$ cat config.mk
export PLATFORM = sky130hd
export DESIGN_NAME = regfile_mp
export DESIGN_NICKNAME = d
export VERILOG_FILES = /design/src/rtl/regfile_pkg.sv /design/src/rtl/regfile_bypass_mux.sv /design/src/rtl/regfile_mp.sv
export SDC_FILE = /design/constraint.sdc
export NUM_CORES = 2
export LEC_CHECK = 0
export BUFFER_PORTS_ARGS = -buffer_cell sky130_fd_sc_hd__buf_2
export CAP_MARGIN = 30
export CORE_ASPECT_RATIO = 1.75
export CORE_MARGIN = 10
export CORE_UTILIZATION = 45
export DETAILED_ROUTE_END_ITERATION = 10
export GPL_TIMING_DRIVEN = 0
export PLACE_DENSITY = 0.66
export SETUP_SLACK_MARGIN = 0.1
export SLEW_MARGIN = 30
export SYNTH_ARGS = -nofsm -noshare
export SYNTH_HDL_FRONTEND = slang
export SYNTH_SLANG_ARGS = --single-unit
$ cat constraint.sdc
create_clock -name clk -period 3.8 [get_ports clk]
set_input_delay 0.76 -clock clk [delete_from_list [all_inputs] [get_ports clk]]
set_output_delay 0.76 -clock clk [all_outputs]
set_load 0.005 [all_outputs]
$ cat src/rtl/regfile_pkg.sv
// Shared constants and helpers for the multi-port register file.
package regfile_pkg;
  localparam int DW_DEF    = 32;
  localparam int DEPTH_DEF = 32;
  localparam int REG_ZERO  = 0;
  localparam int WP_ALU    = 0;  // write port 0: ALU writeback
  localparam int WP_LOAD   = 1;  // write port 1: load writeback
  localparam int NUM_WP    = 2;

  // Ceiling log2 for tools without $clog2.
  function automatic int clog2(input int v);
    int r;
    r = 0;
    while ((1 << r) < v) r++;
    return r;
  endfunction
endpackage

$ cat src/rtl/regfile_bypass_mux.sv
// One read port: picks an in-flight write (port 0 first) or the stored word.
module regfile_bypass_mux import regfile_pkg::*; #(
  parameter int DW     = DW_DEF,
  parameter int AW     = 5,
  parameter bit BYPASS = 1'b1
) (
  input  logic [AW-1:0]     rd_addr_i,
  input  logic [DW-1:0]     stored_i,
  input  logic [1:0]        wt_en_i,
  input  logic [2*AW-1:0]   wt_addr_i,
  input  logic [2*DW-1:0]   wt_data_i,
  output logic [DW-1:0]     rd_data_o,
  output logic              hit_o
);
  logic hit_alu, hit_load;

  // Address match per write port; r0 never forwards.
  always_comb begin
    hit_alu  = wt_en_i[WP_ALU] && (wt_addr_i[WP_ALU*AW +: AW] == rd_addr_i) &&
               (rd_addr_i != AW'(REG_ZERO));
    hit_load = wt_en_i[WP_LOAD] && (wt_addr_i[WP_LOAD*AW +: AW] == rd_addr_i) &&
               (rd_addr_i != AW'(REG_ZERO));
    hit_o     = BYPASS && (hit_alu || hit_load);
    rd_data_o = stored_i;
    if (BYPASS && hit_alu)       rd_data_o = wt_data_i[WP_ALU*DW +: DW];
    else if (BYPASS && hit_load) rd_data_o = wt_data_i[WP_LOAD*DW +: DW];
  end
endmodule

$ cat src/rtl/regfile_mp.sv
// Multi-port register file: NUM_RD combinational reads, two writes,
// optional write-through bypass and a pending-load busy scoreboard.
module regfile_mp import regfile_pkg::*; #(
  parameter int DW     = DW_DEF,
  parameter int DEPTH  = DEPTH_DEF,
  parameter int NUM_RD = 2,
  parameter bit BYPASS = 1'b1
) (
  input  logic                            clk,
  input  logic                            rst,
  input  logic [NUM_RD*clog2(DEPTH)-1:0]  rd_addr,
  output logic [NUM_RD*DW-1:0]            rd_data,
  output logic [NUM_RD-1:0]               rd_busy,
  input  logic [1:0]                      wt_en,
  input  logic [2*clog2(DEPTH)-1:0]       wt_addr,
  input  logic [2*DW-1:0]                 wt_data,
  input  logic                            busy_set_en,
  input  logic [clog2(DEPTH)-1:0]         busy_set_addr,
  output logic                            wt_conflict
);
  localparam int AW = clog2(DEPTH);

  logic [DEPTH-1:0][DW-1:0] regs_q;
  logic [DEPTH-1:0]         busy_q;
  logic                     conflict_q, conflict_d;

  // Both ports hitting the same real register this cycle.
  always_comb begin
    conflict_d = wt_en[WP_ALU] && wt_en[WP_LOAD] &&
                 (wt_addr[WP_ALU*AW +: AW] == wt_addr[WP_LOAD*AW +: AW]) &&
                 (wt_addr[WP_ALU*AW +: AW] != AW'(REG_ZERO));
  end

  // Storage, scoreboard and conflict flag. Port 1 is applied first so port 0
  // overrides on a shared address; busy set comes last so a new load wins.
  always_ff @(posedge clk) begin
    if (rst) begin
      regs_q     <= '0;
      busy_q     <= '0;
      conflict_q <= 1'b0;
    end else begin
      for (int k = NUM_WP - 1; k >= 0; k--) begin
        if (wt_en[k] && (wt_addr[k*AW +: AW] != AW'(REG_ZERO))) begin
          regs_q[wt_addr[k*AW +: AW]] <= wt_data[k*DW +: DW];
          busy_q[wt_addr[k*AW +: AW]] <= 1'b0;
        end
      end
      if (busy_set_en && (busy_set_addr != AW'(REG_ZERO)))
        busy_q[busy_set_addr] <= 1'b1;
      conflict_q <= conflict_d;
    end
  end

  assign wt_conflict = conflict_q;

  for (genvar i = 0; i < NUM_RD; i++) begin : g_rd
    logic [AW-1:0] ra;
    logic [DW-1:0] mux_data;
    logic          hit;

    assign ra = rd_addr[i*AW +: AW];

    regfile_bypass_mux #(.DW(DW), .AW(AW), .BYPASS(BYPASS)) u_mux (
      .rd_addr_i (ra),
      .stored_i  (regs_q[ra]),
      .wt_en_i   (wt_en),
      .wt_addr_i (wt_addr),
      .wt_data_i (wt_data),
      .rd_data_o (mux_data),
      .hit_o     (hit)
    );

    // Outputs are forced quiet while reset is held.
    assign rd_data[i*DW +: DW] = rst ? '0 : mux_data;
    assign rd_busy[i]          = !rst && busy_q[ra] && !hit;
  end
endmodule

# --- After elaboration in Yosys (flattened, before gate mapping) ---
# Cells that the tools add are included.
op_classes:
  order_cmp: 8
  eq_ne: 5
  mux: 34
  bitwise: 5
  n_reduce_logical: 31
ops:
  columns: ["op", "n"]
  rows:
  - ["$mux W1024", 3]
  - ["$bwmux W1024", 2]
  - ["$mux W32", 15]
  - ["$bmux W32 S5", 2]
  - ["$demux W32 S5", 2]
  - ["$and A32 B32 Y32", 2]
  - ["$not A32 Y32", 2]
  - ["$or A32 B32 Y32", 1]
  - ["$lt A5 B6 Y1 const B", 5]
  - ["$eq A5 B5 Y1", 5]
  - ["$reduce_bool A5 Y1", 5]
  - ["$logic_and A1 B1 Y1", 21]
  - ["$demux W1 S5", 3]
  - ["$ge A5 B1 Y1 const B", 3]
  - ["$bmux W1 S5", 2]
  - ["$mux W1", 5]
  - ["$logic_not A1 Y1", 3]
  - ["$logic_or A1 B1 Y1", 2]
word_totals:
  register_bits: 1057
  input_bits: 94
  out_inout_bits: 67
  wordCells: 117

# --- Depth between registers and ports, before layout ---
logic_depth:
  ltp_word: 13
  mapped_depth: 9
  mapped_depth_nobuf: 5

# --- Cells and area by module ---
# A second synthesis with hierarchy kept.
unflattened:
  hier_cells: 7028
  hier_area_um2: 65550.4
modules_own_cells:
  columns: ["module", "n_inst", "cells_per_inst", "area_each_um2", "seq_area_each_um2"]
  rows:
  - ["regfile_mp", 1, 6626, 63303.2, 21160.3]
  - ["regfile_bypass_mux", 2, 201, 1123.6, 0.0]

# --- Worst setup path before layout ---
# OpenSTA, ideal clock, no wires.
synth_timing:
  path_kind: "input port to output port"
  startpoint: "input rd_addr[0]"
  endpoint: "output rd_data[0]"
  arrival_ps: 2309
  setup_slack_ps: 731
  stages: 8
  path_cell_list: "buf_2 -> buf_2 -> buf_2 -> mux4_2 -> o22ai_1 -> nor3_1 -> nor3_1 -> o21ai_0"
synth_between:
  elab_chain_len: 6
synth_rtl:
  columns: ["item", "line_no", "rtl"]
  rows:
  - ["from (decl)", "regfile_mp.sv:11", "input logic [NUM_RD*clog2(DEPTH)-1:0] rd_addr,"]
  - ["parallel branches: the longest is 4 deep, another holds $bmux W32 S5", null, null]
  - ["$mux W32 *", "regfile_bypass_mux.sv:25", "if (BYPASS && hit_alu) rd_data_o = wt_data_i[WP_ALU*DW +: DW];"]
  - ["$mux W32 *", "regfile_mp.sv:74", "assign rd_data[i*DW +: DW] = rst ? '0 : mux_data;"]
  - ["to (decl)", "regfile_mp.sv:12", "output logic [NUM_RD*DW-1:0] rd_data,"]
# Mark *: on every way between the ends. The select of a mux whose other input is x is not followed.

# --- Worst setup path in the final report ---
layout_timing:
  startpoint: "input rst"
  endpoint: "output rd_data[58]"
layout_between:
  elab_chain_len: 1
layout_rtl:
  columns: ["item", "line_no", "rtl"]
  rows:
  - ["from (decl)", "regfile_mp.sv:10", "input logic rst,"]
  - ["$mux W32", "regfile_mp.sv:74", null]
# Every way passes these cells.

==> out/metrics.csv <==
stage,metric,value,unit
timing,setup_ws,-0.109,ns
critical_path,cp_max_fo,10,
clock_network,clock_latency,0.83,ns
power,p_per_area,368,nW/µm²
clock_network,clk_pin_slew_worst_paths,0.07,ns
drt,route.met2.wl,177000,µm
drt,vias,67700,
power,ir_drop,0.422,mV
drt,ant_nets,0,
layout,stdcell_area,76900,µm²
die,die_area,160000,µm²
layout,final_cell_mix,"nor2_1, dfxtp_1, mux2i_1, a211oi_1, clkbuf_1",
critical_path,worstPathArrival,3.15,ns
timing,whs,0.305,ns
clock_network,clock_sinks,1057,
die,initial_utilization,45.2,%
clock_network,cts_tree,built,
synth,synth_area_leaders,"dfxtp_1, mux4_2, mux2i_1",
synth,synth_edf_count,0,
synth,synth-seq-cells,1057,
place,port_buffers,81,
synth,yosysTopAreaCell,dfxtp_1,
grt,grt.overflow.total,0,
layout,regArea,21200,µm²
drt,drt-met1-wl,135000,µm
critical_path,endpoint_kind,output pin,
synth,ys_types,67,
die,rows,184,
synth,ys_warn_count,0,
timing,tightest_slew,1.22,ns
drt,dr_wl_met3,43900,µm
clock_network,htree_levels,3,
die,core_region_area,143000,µm²
synth,syn_area_per_cell,9.25,µm²
timing,finalSetupViolCount,22,
critical_path,critical_path_class,input port to output pin,
grt,antenna_found_initial,29,
run_status,violations,setup timing,
timing,fmax,256,MHz
critical_path,critPathLaunchType,input port,
drt,top_layer,met5,
grt,grt_usage,48.6,%
synth,syn_area,64900,µm²
drt,drt_iter0_drc,10300,
grt,grt_max_degree,16,
grt,grt_pass1_wl,538000,µm
grt,grt_pass1_vias,65800,
layout,layout-drive-gt1-share,22.9,%
timing,max_slew_margin,18.8,%
drt,routedWlPerCell,43.9,µm
layout,syn2layout_area_growth,18.5,%
clock_network,numCtsBuffers,109,
synth,seq_area_frac_synth,32.6,%
power,p_leak,28.0,nW
synth,synthFlopType,dfxtp_1,
timing,rsz0062_at_grt,yes,
clock_network,cts.path.max_buffers,3,
die,die_y,522,µm
hold_path,hold_path_class,input port to flip-flop,
synth,synth_top_area_share,32.6,%
drt,routed_wl,406000,µm
timing,maxSlewViolCount,0,
layout,fillers,13200,
layout,multiInputGateArea,41700,µm²
place,gp_congestion,1.07,
place,post_dp_cell_area,68000,µm²
die,die_x,307,µm
power,finalPower,28.3,mW
synth,syn-num-nets,7108,
synth,synthArstFlopShare,0,%
critical_path,cp.required,3.04,ns
job,maxCapViolCount,0,
drt,viasPerCell,7.32,
synth,syn_inst,7014,
timing,hold_viol,0,
clock_network,cts-root-buf,clkbuf_16,
layout,layout_commonest_cell,nor2_1,
place,dp_hpwl,320000,µm
run_status,status,"finished, violations left",
timing,fin_skew,0,ns
drt,drt-pass1-iter-count,9,
die,num_io_pins,161,
timing,post-route-min-period,3.91,ns
layout,nNetsFinal,7382,
drt,drc,0,
timing,period_share,103,%
==> critical path: stages <==
cell	delay [ns]
buf_2	0.20
clkbuf_2	0.36
buf_2	0.43
clkbuf_2	0.48
nor4_4	0.67
buf_2	0.22
==> timing repair <==
action                                 CTS  global route
pin swaps                              102            71
endpoints found under the hold margin    0             0
gates cloned                             7             3
setup buffers                           38            26
setup endpoints to repair               66            64
gates resized for setup                761           190
hold buffers                             0             0
==> stage by stage <==
stage          instances  setup TNS [ns]  util, %  setup slack, ns
2_1_floorplan       7014               0        -            0.731
3_3_place_gp        8955         -166.98     47.1            -2.37
3_5_place_dp        8966          -77.85     47.4            -1.64
4_1_cts             9199        -0.00329     52.7         -0.00329
5_1_grt             9232          -0.128     53.6          -0.0455
6_report            9242          -0.935     53.6           -0.109
==> kinds of logic after synthesis <==
family                    count (synthesis)  synth area share [%]
AOI/OAI and AO/OA                      1353                  15.8
xor gates and xnor gates                 22                 0.297
muxes                                  1397                  29.8
and+or+nand+nor                        2179                  14.5
DFF                                    1057                  32.6
buffers and inverters                  1006                  6.97
==> state kept, by name, indices dropped and copies added, names as in the netlist <==
signal	count
busy_q	32
wt_conflict	1
regs_q	1024
==> routing by layer <==
| metal | vias to the layer above | GRT usage [%] |
|---|---|---|
| met2 | 5443 | 74.8 |
| met3 | 1945 | 14.3 |
| met1 | 33400 | 52.3 |
| met5 | - | 0.0604 |
| met4 | 20 | 48.6 |
| li1 | 26900 | - |
==> Yosys cell counts (44+ instances only) <==
cell type / instances
nor3_1: 131
nor4_1: 125
o22ai_1: 189
a211oi_1: 735
buf_2: 174
clkbuf_1: 586
nor2b_1: 44
nand2_1: 348
nand3_1: 275
mux2_2: 188
a311oi_1: 256
mux2i_1: 803
o21ai_0: 62
buf_4: 64
nor2_1: 1185
mux4_2: 392
dfxtp_1: 1057
buf_1: 100
clkbuf_2: 52
==> layout make-up <==
type | instances | area share [%]
Buffer | 998 | 8.20
Multi-Input combinational cell | 4952 | 54.3
Timing Repair Buffer | 165 | 2.21
Sequential cell | 1057 | 27.5
Antenna cell | 15 | 0.0488
Clock buffer | 151 | 4.01
Tap cell | 1860 | 3.03
Clock inverter | 39 | 0.677
Inverter | 5 | 0.0277
==> where the power goes <==
part	leakage (nW)	internal [mW]	switching (mW)	total [mW]
Clock	1.77	6.33	5.44	11.8
Combinational	17.7	1.53	3.53	5.05
Sequential	8.54	11.3	0.183	11.5
==> worst paths after layout <==
check | depth (start not counted) | endpoint | start | slack, ns
worst max register to register | 2 | regs_q[862]$_SDFF_PP0_ | regs_q[862]$_SDFF_PP0_ | 2.83
worst max-delay path | 6 | rd_data[58] | rst | -0.11
worst min-delay path | 3 | regs_q[374]$_SDFF_PP0_ | wt_data[22] | 0.31
worst min register to register | 1 | regs_q[6]$_SDFF_PP0_ | regs_q[6]$_SDFF_PP0_ | 0.49
No activity file was read; power rests on OpenSTA's default activity.
